<file path="config.mk">
export PLATFORM = sky130hd
export DESIGN_NAME = apb_master_ctrl
export DESIGN_NICKNAME = d
export VERILOG_FILES = /design/src/rtl/apb_pkg.sv /design/src/rtl/apb_timeout_cnt.sv /design/src/rtl/apb_master_ctrl.sv
export SDC_FILE = /design/constraint.sdc
export NUM_CORES = 1
export LEC_CHECK = 0
export BUFFER_PORTS_ARGS = -buffer_cell sky130_fd_sc_hd__buf_2
export CORE_MARGIN = 2
export CORE_UTILIZATION = 50
export CTS_BUF_LIST = sky130_fd_sc_hd__clkbuf_4 sky130_fd_sc_hd__clkbuf_8
export DETAILED_ROUTE_END_ITERATION = 10
export PLACE_DENSITY = 0.87
export SLEW_MARGIN = 5
export SYNTH_ARGS = -nofsm -noshare
export SYNTH_HDL_FRONTEND = slang
export SYNTH_SLANG_ARGS = --single-unit
</file>
<file path="constraint.sdc">
create_clock -name clk -period 3.1 [get_ports clk]
set_clock_uncertainty 0.05 [all_clocks]
set_input_delay 0.31 -clock clk [delete_from_list [all_inputs] [get_ports clk]]
set_output_delay 0.31 -clock clk [all_outputs]
set_load 0.01 [all_outputs]
</file>
<file path="src/rtl/apb_pkg.sv">
// apb_pkg: shared constants for the APB master controller.
//   ST_*        : FSM state encoding (IDLE / SETUP / ACCESS)
//   ADDR_W_DEF  : default APB address width
//   DATA_W_DEF  : default APB data width
package apb_pkg;

  localparam int unsigned ADDR_W_DEF = 32;
  localparam int unsigned DATA_W_DEF = 32;

  localparam logic [1:0] ST_IDLE   = 2'b00;
  localparam logic [1:0] ST_SETUP  = 2'b01;
  localparam logic [1:0] ST_ACCESS = 2'b10;

endpackage

</file>
<file path="src/rtl/apb_timeout_cnt.sv">
// apb_timeout_cnt: wait-state counter for one APB transfer.
// Ports:
//   clk, rst_n : clock, asynchronous active-low reset
//   clr        : reset count to 0 (priority over inc)
//   inc        : count one more wait state
//   expired    : count has reached TIMEOUT-1; constant 0 when TIMEOUT = 0
module apb_timeout_cnt #(
  parameter int unsigned TIMEOUT = 16,
  parameter int unsigned CNT_W   = 5
) (
  input  logic clk,
  input  logic rst_n,
  input  logic clr,
  input  logic inc,
  output logic expired
);

  if (TIMEOUT == 0) begin : g_off
    logic unused_in;
    assign unused_in = ^{clk, rst_n, clr, inc};
    assign expired   = 1'b0;
  end else begin : g_on
    logic [CNT_W-1:0] cnt_q;

    always_ff @(posedge clk or negedge rst_n) begin
      if (!rst_n) begin
        cnt_q <= '0;
      end else if (clr) begin
        cnt_q <= '0;
      end else if (inc) begin
        cnt_q <= cnt_q + 1'b1;
      end
    end

    assign expired = (cnt_q == CNT_W'(TIMEOUT - 1));
  end

endmodule

</file>
<file path="src/rtl/apb_master_ctrl.sv">
// apb_master_ctrl: valid/ready command stream to APB3/APB4 master.
// Ports:
//   clk, rst_n        : clock, asynchronous active-low reset
//   cmd_*             : command stream (valid/ready), write flag, addr, wdata, strobes
//   rsp_*             : one-cycle response pulse with read data, error, timeout flag
//   psel_o..pstrb_o   : APB request outputs
//   pready_i..pslverr_i : APB slave response inputs
module apb_master_ctrl
  import apb_pkg::*;
#(
  parameter int unsigned ADDR_W  = ADDR_W_DEF,
  parameter int unsigned DATA_W  = DATA_W_DEF,
  parameter int unsigned TIMEOUT = 16,
  parameter int unsigned CNT_W   = (TIMEOUT > 0) ? $clog2(TIMEOUT + 1) : 1
) (
  input  logic                clk,
  input  logic                rst_n,
  input  logic                cmd_valid_i,
  output logic                cmd_ready_o,
  input  logic                cmd_write_i,
  input  logic [ADDR_W-1:0]   cmd_addr_i,
  input  logic [DATA_W-1:0]   cmd_wdata_i,
  input  logic [DATA_W/8-1:0] cmd_strb_i,
  output logic                rsp_valid_o,
  output logic [DATA_W-1:0]   rsp_rdata_o,
  output logic                rsp_err_o,
  output logic                rsp_timeout_o,
  output logic                psel_o,
  output logic                penable_o,
  output logic [ADDR_W-1:0]   paddr_o,
  output logic                pwrite_o,
  output logic [DATA_W-1:0]   pwdata_o,
  output logic [DATA_W/8-1:0] pstrb_o,
  input  logic                pready_i,
  input  logic [DATA_W-1:0]   prdata_i,
  input  logic                pslverr_i
);

  localparam int unsigned STRB_W = DATA_W / 8;

  logic [1:0]        state_q, state_d;
  logic              ready_q;
  logic              pwrite_q;
  logic [ADDR_W-1:0] paddr_q;
  logic [DATA_W-1:0] pwdata_q;
  logic [STRB_W-1:0] pstrb_q;
  logic              rsp_valid_q, rsp_err_q, rsp_timeout_q;
  logic [DATA_W-1:0] rsp_rdata_q;

  logic handshake, in_setup, in_access, done, timeout_hit, expired;

  assign in_setup    = (state_q == ST_SETUP);
  assign in_access   = (state_q == ST_ACCESS);
  assign handshake   = cmd_valid_i & ready_q;
  assign done        = in_access & pready_i;
  // pready_i on the terminal count wins, so expiry only counts with pready_i low
  assign timeout_hit = in_access & ~pready_i & expired;

  apb_timeout_cnt #(
    .TIMEOUT (TIMEOUT),
    .CNT_W   (CNT_W)
  ) u_timeout_cnt (
    .clk     (clk),
    .rst_n   (rst_n),
    .clr     (in_setup),
    .inc     (in_access & ~pready_i),
    .expired (expired)
  );

  always_comb begin
    state_d = state_q;
    case (state_q)
      ST_IDLE:   if (handshake) state_d = ST_SETUP;
      ST_SETUP:  state_d = ST_ACCESS;
      ST_ACCESS: if (pready_i || timeout_hit) state_d = ST_IDLE;
      default:   state_d = ST_IDLE;
    endcase
  end

  // ready is registered so it stays low while rst_n is asserted and rises
  // on the first clock after release
  always_ff @(posedge clk or negedge rst_n) begin
    if (!rst_n) begin
      state_q <= ST_IDLE;
      ready_q <= 1'b0;
    end else begin
      state_q <= state_d;
      ready_q <= (state_d == ST_IDLE);
    end
  end

  always_ff @(posedge clk or negedge rst_n) begin
    if (!rst_n) begin
      pwrite_q <= 1'b0;
      paddr_q  <= '0;
      pwdata_q <= '0;
      pstrb_q  <= '0;
    end else if (handshake) begin
      pwrite_q <= cmd_write_i;
      paddr_q  <= cmd_addr_i;
      pwdata_q <= cmd_wdata_i;
      pstrb_q  <= cmd_write_i ? cmd_strb_i : '0;
    end
  end

  always_ff @(posedge clk or negedge rst_n) begin
    if (!rst_n) begin
      rsp_valid_q   <= 1'b0;
      rsp_err_q     <= 1'b0;
      rsp_timeout_q <= 1'b0;
      rsp_rdata_q   <= '0;
    end else begin
      rsp_valid_q   <= done | timeout_hit;
      rsp_err_q     <= done ? pslverr_i : timeout_hit;
      rsp_timeout_q <= timeout_hit;
      rsp_rdata_q   <= (done && !pwrite_q) ? prdata_i : '0;
    end
  end

  assign cmd_ready_o   = ready_q;
  assign psel_o        = in_setup | in_access;
  assign penable_o     = in_access;
  assign pwrite_o      = pwrite_q;
  assign paddr_o       = paddr_q;
  assign pwdata_o      = pwdata_q;
  assign pstrb_o       = pstrb_q;
  assign rsp_valid_o   = rsp_valid_q;
  assign rsp_err_o     = rsp_err_q;
  assign rsp_timeout_o = rsp_timeout_q;
  assign rsp_rdata_o   = rsp_rdata_q;

endmodule
</file>
==> key figures, run 1 <==
Cells and area
  – Final Non-Filler Cells: 597
  – Fillers: roughly 640
  – Reg area: approximately 2800 µm²
  – Layout cells sized above 1: 0.6077
  – Area growth syn-to-layout: 32.33%
  – Antenna cells: 0
  – Multi-input gate area: 1266 µm²
  – Final nets: 600

Floorplanning
  – Die ar.: 9108 µm²
  – Die X: between 90 and 100 µm
  – Num rows: 33
  – Top Ports: 213
  – Die height: ~95 µm
  – Core area: about 8000 µm²
  – Initial core utilization: 0.5113

Setup path
  – WP buf/inv: 1
  – R2R depth: 5
  – Setup CP Type: register to register
  – Worst reg2reg setup slack: 1.14 ns
  – Worst path required time: between 3 and 4 ns
  – Critical-path cell list: inv_1 > ha_1 > nand2_1 > nor2_2 > and2_1
  – Crit-path max cell delay: 0.65 ns
  – Crit path DAT: 2.18 ns
  – Critical R2R Launch: state_q[0]
  – CP Max Fanout: 32
  – R2r endpoint: rsp_rdata_o[7]
  – Crit end category: register
  – Cell class contributing the biggest share of worst-path delay: simple AND/OR/NAND/NOR gates
  – Crit start category: register
  – Slowest-stage cell, CP: nor2_2

Global routing
  – Initial antenna violation count: 0
  – First-pass GRT wire length: approximately 13,000 µm
  – Largest net degree at the start of global routing: 63
  – Grt total ovfl: 0
  – GRT busiest layer: met2
  – Met2 usage: 0.3474
  – Met3 usage: 0.05929
  – Vias in the first global route: about 2.8k
  – M1 GR Usage: 0.2144
  – GRT Util Overall: 0.1904

Placed design
  – Placed Cells: between 500 and 600
  – I/O Buffers: ~210
  – HPWL after detailed placement: 6706 µm
  – Final Wtd Congestion: approximately 0.73

Yosys
  – Yosys top cell area share: 0.6705
  – Sequential-to-total area share from yosys stat: 0.6705
  – Syn nets: roughly 390
  – Synthesis Warnings: 0
  – Avg Synthesized Cell Area: ~15 µm²
  – Post-synth top area cell: dfrtp_1
  – Register bit total from synthesis: 112
  – Cell variety after synth: 28
  – Synth top area cells: dfrtp_1 67%, mux2_2 18%, and2_1 5.2%, buf_6 1.9%, ha_1 1.8%
  – Syn Inst Count: approximately 270
  – Synthesized area: 4180 µm²

Power and ir drop
  – Peak supply drop: between 0.3 and 0.4 mV
  – Leak: 2.942 nW
  – Pwr dens: slightly below 900 nW/µm²

Run status
  – Outcome: complete, no violations

Drt
  – Routed vias/inst: 4.757
  – Wirelength per Cell: ~15 µm
  – Residual DRC count: 0
  – ANT nets after route: 0
  – Drt initial violations: 44
  – Vias: 2,840
  – TritonRoute pass-1 iters: 3
  – DRT Wirelength: just under 9000 µm

STA
  – Period utilisation layout: 0.6307
  – Slew @ Worst Pin: approximately 0.83 ns
  – Setup-failing EPs final: 0
  – Final Hold Fails: 0
  – Sum of negative setup slack: 0 ns
  – Fmax achieved: roughly 0.51 GHz
  – Slew HR: 0.4435
  – RSZ-0062 raised after global routing: false
  – Crit path time final: roughly 2.0 ns
  – Slew Viols, Final: 0

Clocking
  – Post-CTS sizing: 0
  – Root buffer cell: clkbuf_8
  – CTS tree: built
  – # clock sinks: about 110
  – Maximum clock insertion buffer count: 2
  – Clock transition at path regs: 0.10 ns
  – Clock buffer count from CTS: 9
  – Clk_lat worst skew: approximately 0.34 ns
  – Setup bufs post-CTS: 0
  – Htree depth: 3

Min path
  – Hold EP: rsp_rdata_o[26]
  – Hold depth: 2
  – HP Start: prdata_i[26]
  – Min-Delay Path Class: input port to register

Run
  – # Max-Cap Violations: 0
-- layer usage --
metal	share of wire	vias to the layer above
li1	-	1341
met1	0.37	1362
met2	0.53	129
met3	0.091	8
met4	0.0082	0
met5	0	-
-- Yosys cell counts, drive strengths merged --
master  number
inv          4
nor2         4
nand3        1
nor3b        1
xnor2        1
a221o        1
and2b        1
nor2b        1
a211oi       1
nand2       12
nand2b       1
mux2        65
a21oi        3
o21a         1
o21ai        5
dfrtp      112
and3         2
mux2i        1
or3          1
ha           6
xor2         1
clkbuf       3
buf          8
o221a        1
nand3b       1
and2        35
-- worst max-delay path by stage --
stage | startpoint | to | slack, ns | depth (start not counted)
finish | state_q[0] | rsp_rdata_o[7] | 1.14 | 5
global route | state_q[0] | rsp_rdata_o[2] | 0.84 | 5
CTS | state_q[0] | rsp_rdata_o[7] | 1.11 | 5
detailed placement | state_q[0] | rsp_rdata_o[8] | 1.17 | 5
global placement | state_q[0] | rsp_rdata_o[23] | 1.25 | 5
floorplan | u_timeout_cnt.g_on.cnt_q[0] | cmd_ready_o | 1.54 | 6
-- per-stage QoR --
stage          worst slack [ns]  area [µm²]    util  hold WS, ns  total power [W]
2_1_floorplan             1.544        4180       -     -0.03559         0.003247
3_3_place_gp              1.249        5319  0.6506       0.3412         0.003900
3_5_place_dp              1.166        5319  0.6506       0.3546         0.003993
4_1_cts                   1.110        5532  0.6766      0.09425         0.004868
5_1_grt                  0.8368        5532  0.6766      0.08580         0.005126
6_report                  1.145        5532  0.6766       0.1113         0.004803
-- power breakdown --
group          internal, W  switching, W
clock             0.000400      0.000472
combinational     0.000875      0.000816
sequential         0.00198      0.000263
-- final cells by class --
class,count,area share
Sequential cell,112,0.5067
Inverter,4,0.002714
Clock buffer,10,0.02488
Multi-Input combinational cell,146,0.2289
Timing Repair Buffer,215,0.2013
Tap cell,105,0.02375
Clock inverter,5,0.01176
-- cell families after synthesis --
group                    share of synthesized area
flip-flops                                  0.6705
AO/OA/AOI/OAI                              0.01826
adder cells (fa/ha/maj)                    0.01796
buffers and inverters                      0.02724
XOR/XNOR                                  0.004191
AND/OR/NAND/NOR                            0.08441
multiplexers                                0.1775
-- sequential cells by signal, summed over array words and instances (netlist names) --
| name | count |
|---|---|
| pwrite_o | 1 |
| pstrb_o | 4 |
| rsp_rdata_o | 32 |
| u_timeout_cnt.g_on.cnt_q | 5 |
| paddr_o | 32 |
| rsp_err_o | 1 |
| rsp_timeout_o | 1 |
| rsp_valid_o | 1 |
| pwdata_o | 32 |
| state_q | 2 |
| cmd_ready_o | 1 |
-- layout by cell type, fill, tap and decap left out, types with 2 or more instances in the layout --
cell type  synthesis  final
buf_2              1    211
dfrtp_1          112    112
mux2_2            65     65
and2_1            35     35
nand2_1           12     11
clkbuf_8           0     10
ha_1               6      6
o21ai_0            5      5
inv_1              4      4
a21oi_1            3      3
nor2_1             3      3
clkinv_4           0      3
and3_1             2      2
buf_12             0      2
-- repair_timing --
action,in CTS,in global routing
hold buffers,1,0
setup endpoints to repair,0,0
hold endpoints to repair,55,0
Note: power is estimated with default switching activity, not from simulation.
==> run 2: changes to the inputs <==
--- a/config.mk
+++ b/config.mk
@@ -5,12 +5,13 @@
 export SDC_FILE = /design/constraint.sdc
 export NUM_CORES = 1
 export LEC_CHECK = 0
+export ABC_AREA = 1
 export BUFFER_PORTS_ARGS = -buffer_cell sky130_fd_sc_hd__buf_2
 export CORE_MARGIN = 2
-export CORE_UTILIZATION = 50
+export CORE_UTILIZATION = 47
 export CTS_BUF_LIST = sky130_fd_sc_hd__clkbuf_4 sky130_fd_sc_hd__clkbuf_8
 export DETAILED_ROUTE_END_ITERATION = 10
-export PLACE_DENSITY = 0.87
+export PLACE_DENSITY = 0.82
 export SLEW_MARGIN = 5
 export SYNTH_ARGS = -nofsm -noshare
 export SYNTH_HDL_FRONTEND = slang
==> constraint.sdc (replaced) <==
create_clock -name clk -period 1.9 [get_ports clk]
set_clock_uncertainty 0.05 [all_clocks]
set_input_delay 0.19 -clock clk [delete_from_list [all_inputs] [get_ports clk]]
set_output_delay 0.19 -clock clk [all_outputs]
set_load 0.01 [all_outputs]
==> run 2 against run 1 <==
Count of clock-buffer cells in the layout rose by 1. Worst hold slack got worse by 0.083 ns. Clock power rose by 65%. Combinational power rose by 79%. Synthesized area rose by 2.2%. Worst setup slack got worse by 0.96 ns. Non-clock buffer count rose by 97. Die area rose by 8.3%. Highest routed layer unchanged.
==> key figures, run 2 <==
Run status
  – Outcome: complete, no violations

STA
  – RSZ-0062 raised after global routing: false
  – Sum of negative setup slack: 0 ns
  – Fmax achieved: 0.5839 GHz
  – Period utilisation layout: 0.9015
  – Slew @ Worst Pin: between 1 and 1.5 ns
  – Slew HR: 0.2924
  – Crit path time final: 1.713 ns
  – Hold Slack: 0.02814 ns
  – Final Hold Fails: 0
  – Slew Viols, Final: 0
  – Setup-failing EPs final: 0

Cells and area
  – Most common cell after layout, fill and taps aside: nand2_1
  – Final nets: approximately 900
  – Commonest cells after routing, fill and taps aside: 214 x nand2_1, 211 x buf_2, 112 x dfrtp_1, 97 x dlygate4sd3_1, 46 x inv_1
  – Layout cells sized above 1: 0.3107
  – Area growth syn-to-layout: 53.63%
  – Antenna cells: 0

Yosys
  – Register bit total from synthesis: 112
  – Synthesized area: roughly 4300 µm²
  – Syn Inst Count: 457
  – Most used DFF post-synth: dfrtp_1
  – Synth top area cells: dfrtp_1 66%, nand2_1 19%, inv_1 4.0%, nor2_1 3.0%, ha_1 1.8%
  – Synthesis Warnings: 0
  – Post-synth ARST share: 1.000
  – Yosys top cell area share: 0.6561
  – Post-synth EDFFs: 0
  – Sequential-to-total area share from yosys stat: 0.6561
  – Cell variety after synth: 22
  – Most numerous cell in the Yosys netlist: nand2_1
  – Post-synth top area cell: dfrtp_1
  – Syn nets: ~570
  – Most frequent cells after synthesis: 215 x nand2_1, 112 x dfrtp_1, 46 x inv_1, 34 x nor2_1, 7 x buf_2
  – Avg Synthesized Cell Area: ~9.3 µm²

Min path
  – Hold EP: paddr_o[9]
  – HP Start: cmd_addr_i[9]
  – Min-Delay Path Class: input port to register
  – Hold depth: 3

Setup path
  – Crit end category: output pin
  – Slowest-stage cell, CP: dfrtp_1
  – Crit-path max cell delay: between 0.4 and 0.5 ns
  – Setup CP Type: register to output pin
  – Crit start category: register
  – Worst path required time: 1.66 ns
  – CP Max Fanout: 6
  – Critical R2R Launch: cmd_ready_o
  – Critical-path cell list: inv_1 > ha_1 > buf_2
  – Worst reg2reg setup slack: 0.19 ns
  – R2R depth: 4
  – Crit path DAT: about 1.5 ns
  – Crit. Startpoint: state_q[0]
  – R2r endpoint: paddr_o[19]

Global routing
  – Largest net degree at the start of global routing: 110
  – Grt total ovfl: 0
  – Vias in the first global route: 4,250
  – GRT Util Overall: 0.2616
  – Initial antenna violation count: 0
  – First-pass GRT wire length: just over 20,000 µm

Clocking
  – Maximum clock insertion buffer count: 2
  – Clk_lat worst skew: approximately 0.35 ns
  – Setup bufs post-CTS: 0
  – Clock transition at path regs: approximately 0.10 ns
  – CTS tree: built
  – # clock sinks: roughly 110
  – Clock buffer count from CTS: 9
  – Htree depth: 3
  – Hold-fix buffers at CTS: 96
  – Post-CTS sizing: 0
  – Root buffer cell: clkbuf_8

Drt
  – Residual DRC count: 0
  – Wirelength per Cell: 14.77 µm
  – ANT nets after route: 0
  – Vias: around 4.2k
  – Routed vias/inst: ~4.8
  – DRT Wirelength: ~13,000 µm
  – Drt initial violations: between 150 and 200
  – TritonRoute pass-1 iters: 5

Floorplanning
  – Num rows: 34
  – Core area: 8763 µm²
  – Die X: about 99 µm
  – Top Ports: approximately 210
  – Initial core utilization: 0.4874
  – Die ar.: 9867 µm²
  – Die height: 99.34 µm

Run
  – # Max-Cap Violations: 0

Power and ir drop
  – Leak: about 3.9 nW
  – Peak supply drop: 0.6243 mV
  – Pwr dens: between 1000 and 1500 nW/µm²

Placed design
  – Final Wtd Congestion: a little under 0.8
  – HPWL after detailed placement: roughly 7400 µm
  – I/O Buffers: about 210
-- run 2: cell count changes in the layout (fill, tap and decap cells not counted), sizes merged, moves of 32 or more --
cell / previous run / this run
nor2: 4 / 36
and2: 35 / 0
mux2: 65 / 0
inv: 5 / 48
nand2: 12 / 216
dlygate4sd3: 1 / 97
-- run 2: worst max-delay path by stage --
stage | to | slack [ns] | cells after the start
after floorplan | u_timeout_cnt.g_on.cnt_q[3] | 0.51 | 7
after global placement | rsp_rdata_o[0] | 0.35 | 4
after detailed placement | pwdata_o[16] | 0.25 | 4
after CTS | penable_o | 0.16 | 3
after global routing | paddr_o[19] | 0.06 | 4
final | penable_o | 0.19 | 3
-- run 2: stage by stage --
step / setup slack, ns / total power (W) / instance area, µm² / instances / utilization
after floorplan: 0.5071 / 0.005254 / 4272 / 457 / -
after global placement: 0.3452 / 0.006412 / 5386 / 762 / 0.6146
after detailed placement: 0.2516 / 0.006537 / 5386 / 762 / 0.6146
after CTS: 0.1621 / 0.008152 / 6553 / 873 / 0.7477
after global routing: 0.05834 / 0.008693 / 6563 / 874 / 0.7489
final: 0.1872 / 0.008160 / 6563 / 874 / 0.7489
-- run 2: where the power goes --
group	total [W]	switching (W)	internal (W)
sequential	0.00369	0.000468	0.00322
clock	0.00144	0.000763	0.000678
combinational	0.00303	0.00181	0.00122
total	0.00816	0.00304	0.00512
-- run 2: final cells by class --
cell class / count / area, µm²
well taps: 108 / 135.1
inverters: 48 / 180.2
clock buffers: 11 / 151.4
clock inverters: 4 / 53.80
repair buffers: 312 / 2069
multi-input cells: 279 / 1170
fillers: 557 / 2201
flip-flops and latches: 112 / 2803
-- run 2: layer usage --
layer	vias up	wire, µm	part of all wire	GRT usage
met1	1955	4877	0.38	0.3070
li1	1955	-	-	-
met4	0	426	0.033	0.1075
met2	223	6473	0.50	0.4605
met5	-	0	0	0
met3	39	1134	0.088	0.06395
-- run 2: cell families after synthesis --
group,after synthesis,synth area share
AO/OA/AOI/OAI,12,0.01611
adder cells (fa/ha/maj),6,0.01757
buffers and inverters,66,0.07059
flip-flops,112,0.6561
AND/OR/NAND/NOR,261,0.2396
-- run 2: worst max-delay path, delay by kind of cell (launching register included) --
family / cells / cell delay, ns
flops: 1 / 0.44
buf+inv: 2 / 0.33
fa+ha+maj: 1 / 0.35
==> run 3: changes to the inputs <==
--- a/config.mk
+++ b/config.mk
@@ -15,4 +15,5 @@
 export SLEW_MARGIN = 5
 export SYNTH_ARGS = -nofsm -noshare
 export SYNTH_HDL_FRONTEND = slang
+export SYNTH_HIERARCHICAL = 1
 export SYNTH_SLANG_ARGS = --single-unit
==> run 3 against run 2 <==
Worst hold slack worse by 0.0020 ns. Clock power is 7% lower. Cell count is 0.34% higher.
==> key figures, run 3 <==
Clocking
  – Htree depth: 3
  – Setup bufs post-CTS: 0
  – Hold-fix buffers at CTS: between 90 and 100
  – Clock transition at path regs: 0.10 ns
  – Post-CTS sizing: 0
  – # clock sinks: around 110
  – Root buffer cell: clkbuf_8
  – Maximum clock insertion buffer count: 2
  – Clk_lat worst skew: about 0.35 ns
  – Clock buffer count from CTS: 9
  – CTS tree: built

Setup path
  – Crit start category: register
  – Worst path required time: 2.10 ns
  – Setup CP Type: register to register
  – CP Max Fanout: 5
  – Cell class contributing the biggest share of worst-path delay: simple AND/OR/NAND/NOR gates
  – Crit-path max cell delay: approximately 0.43 ns
  – Crit path DAT: about 1.8 ns
  – Crit end category: register
  – Critical-path cell list: inv_1 > ha_1 > inv_1 > nor2_2 > nor2_2 > nor2_4 > nand3_2 > nand2_1 > nor2_1
  – WP buf/inv: 2
  – Slowest-stage cell, CP: dfrtp_1

STA
  – Hold Slack: around 0.026 ns
  – Crit path time final: around 1.6 ns
  – Final WS setup: 0.2987 ns
  – Slew Viols, Final: 0
  – Sum of negative setup slack: 0 ns
  – Fmax achieved: 0.6245 GHz
  – Slew @ Worst Pin: 0.5932 ns
  – RSZ-0062 raised after global routing: false
  – Setup-failing EPs final: 0
  – Period utilisation layout: 0.8428
  – Final Hold Fails: 0
  – Slew HR: 0.6046

Floorplanning
  – Top Ports: 213
  – Die X: approximately 99 µm
  – Initial core utilization: 0.4866
  – Die ar.: a little under 10,000 µm²
  – Core area: about 8800 µm²
  – Die height: between 90 and 100 µm
  – Num rows: 34

Drt
  – Drt initial violations: approximately 160
  – DRT Wirelength: 12,660 µm
  – ANT nets after route: 0
  – Routed vias/inst: about 4.7
  – Residual DRC count: 0
  – TritonRoute pass-1 iters: 4
  – Vias: 4,110
  – Wirelength per Cell: between 10 and 15 µm

Cells and area
  – Final Non-Filler Cells: 877
  – Layout cells sized above 1: 0.3108
  – Area growth syn-to-layout: 53.76%
  – Antenna cells: 0
  – Final nets: ~900
  – Commonest cells after routing, fill and taps aside: 214 x nand2_1, 211 x buf_2, 112 x dfrtp_1, 97 x dlygate4sd3_1, 47 x inv_1
  – Most common cell after layout, fill and taps aside: nand2_1

Global routing
  – GRT Util Overall: 0.2525
  – Grt total ovfl: 0
  – Vias in the first global route: ~4.2k
  – First-pass GRT wire length: about 20,000 µm
  – Initial antenna violation count: 0
  – Largest net degree at the start of global routing: 113

Placed design
  – Worst slack, placed: around 0.32 ns
  – Placed Cells: ~760
  – I/O Buffers: 212
  – HPWL after detailed placement: 7276 µm
  – Final Wtd Congestion: approximately 0.83

Yosys
  – Syn nets: between 500 and 600
  – Sequential-to-total area share from yosys stat: 0.6573
  – Post-synth EDFFs: 0
  – Post-synth top area cell: dfrtp_1
  – Avg Synthesized Cell Area: approximately 9.3 µm²
  – Synthesis Warnings: 6
  – Synthesized area: approximately 4300 µm²
  – Most numerous cell in the Yosys netlist: nand2_1
  – Most used DFF post-synth: dfrtp_1
  – Most frequent cells after synthesis: 214 x nand2_1, 112 x dfrtp_1, 47 x inv_1, 34 x nor2_1, 12 x buf_2
  – Syn Inst Count: 457
  – Register bit total from synthesis: around 110
  – Yosys top cell area share: 0.6573
  – Cell variety after synth: 18
  – Synth top area cells: dfrtp_1 66%, nand2_1 19%, inv_1 4.1%, nor2_1 3.0%, ha_1 1.8%
  – Post-synth ARST share: 1.000

Run
  – # Max-Cap Violations: 0

Run status
  – Outcome: complete, no violations

Power and ir drop
  – Leak: 3.886 nW
  – Peak supply drop: approximately 0.57 mV
  – Pwr dens: roughly 1200 nW/µm²
  – Total power: slightly above 0.008 W

Min path
  – Min-Delay Path Class: input port to register
## run 3: cell count changes after synthesis, moves of 2 or more
cell | previous run | this run
a21oi_1 | 2 | 5
buf_2 | 7 | 12
buf_4 | 6 | 0
buf_6 | 3 | 6
clkbuf_1 | 2 | 0
## run 3: metrics by stage
step	utilization	area [µm²]
detailed placement	0.6159	5398
finish	0.7481	6556
floorplan	-	4264
CTS	0.7459	6536
global route	0.7481	6556
global placement	0.6159	5398
## run 3: final cells by class
cell class / count / area [µm²]
fill: 565 / 2207
tap: 108 / 135.1
sequential: 112 / 2803
clock buffer: 12 / 158.9
multi-input combinational: 279 / 1154
timing repair buffer: 314 / 2097
inverter: 48 / 180.2
clock inverter: 4 / 28.78
## run 3: path summary, 6_finish.rpt
kind	slack, ns	cells after the start	to	start
setup / recovery	0.30	9	u_timeout_cnt/g_on.cnt_q[3]	state_q[0]
hold / removal	0.03	3	pwdata_o[1]	cmd_wdata_i[1]
setup reg to reg	0.30	9	u_timeout_cnt/g_on.cnt_q[3]	state_q[0]
hold reg to reg	0.43	2	pwdata_o[3]	pwdata_o[3]
max in group asynchronous	0.95	3	pwdata_o[16]	rst_n
min in group asynchronous	0.38	3	rsp_rdata_o[5]	rst_n
## run 3: report_power, final
| group | switching, W | total (W) | leakage [nW] | internal, W |
|---|---|---|---|---|
| Clock | 0.000778 | 0.00134 | 0.0920 | 0.000566 |
| Combinational | 0.00183 | 0.00309 | 2.35 | 0.00126 |
| Sequential | 0.000460 | 0.00369 | 1.44 | 0.00323 |
## run 3: routing by layer
| layer | wire length [µm] | track usage |
|---|---|---|
| met3 | 1039 | 0.07027 |
| met2 | 6238 | 0.4293 |
| met5 | 0 | 0 |
| met1 | 5100 | 0.3155 |
| met4 | 284 | 0.07903 |
## run 3: kinds of logic after synthesis
logic type | share of synthesized area
AO/OA/AOI/OAI | 0.01761
adder cells (fa/ha/maj) | 0.01761
buffers and inverters | 0.07218
flip-flops | 0.6573
AND/OR/NAND/NOR | 0.2353
## run 3: worst min-delay path: cells and delay by family
family	cells	cell delay [ns]
buf+inv	1	0.09
simple gates	2	0.11
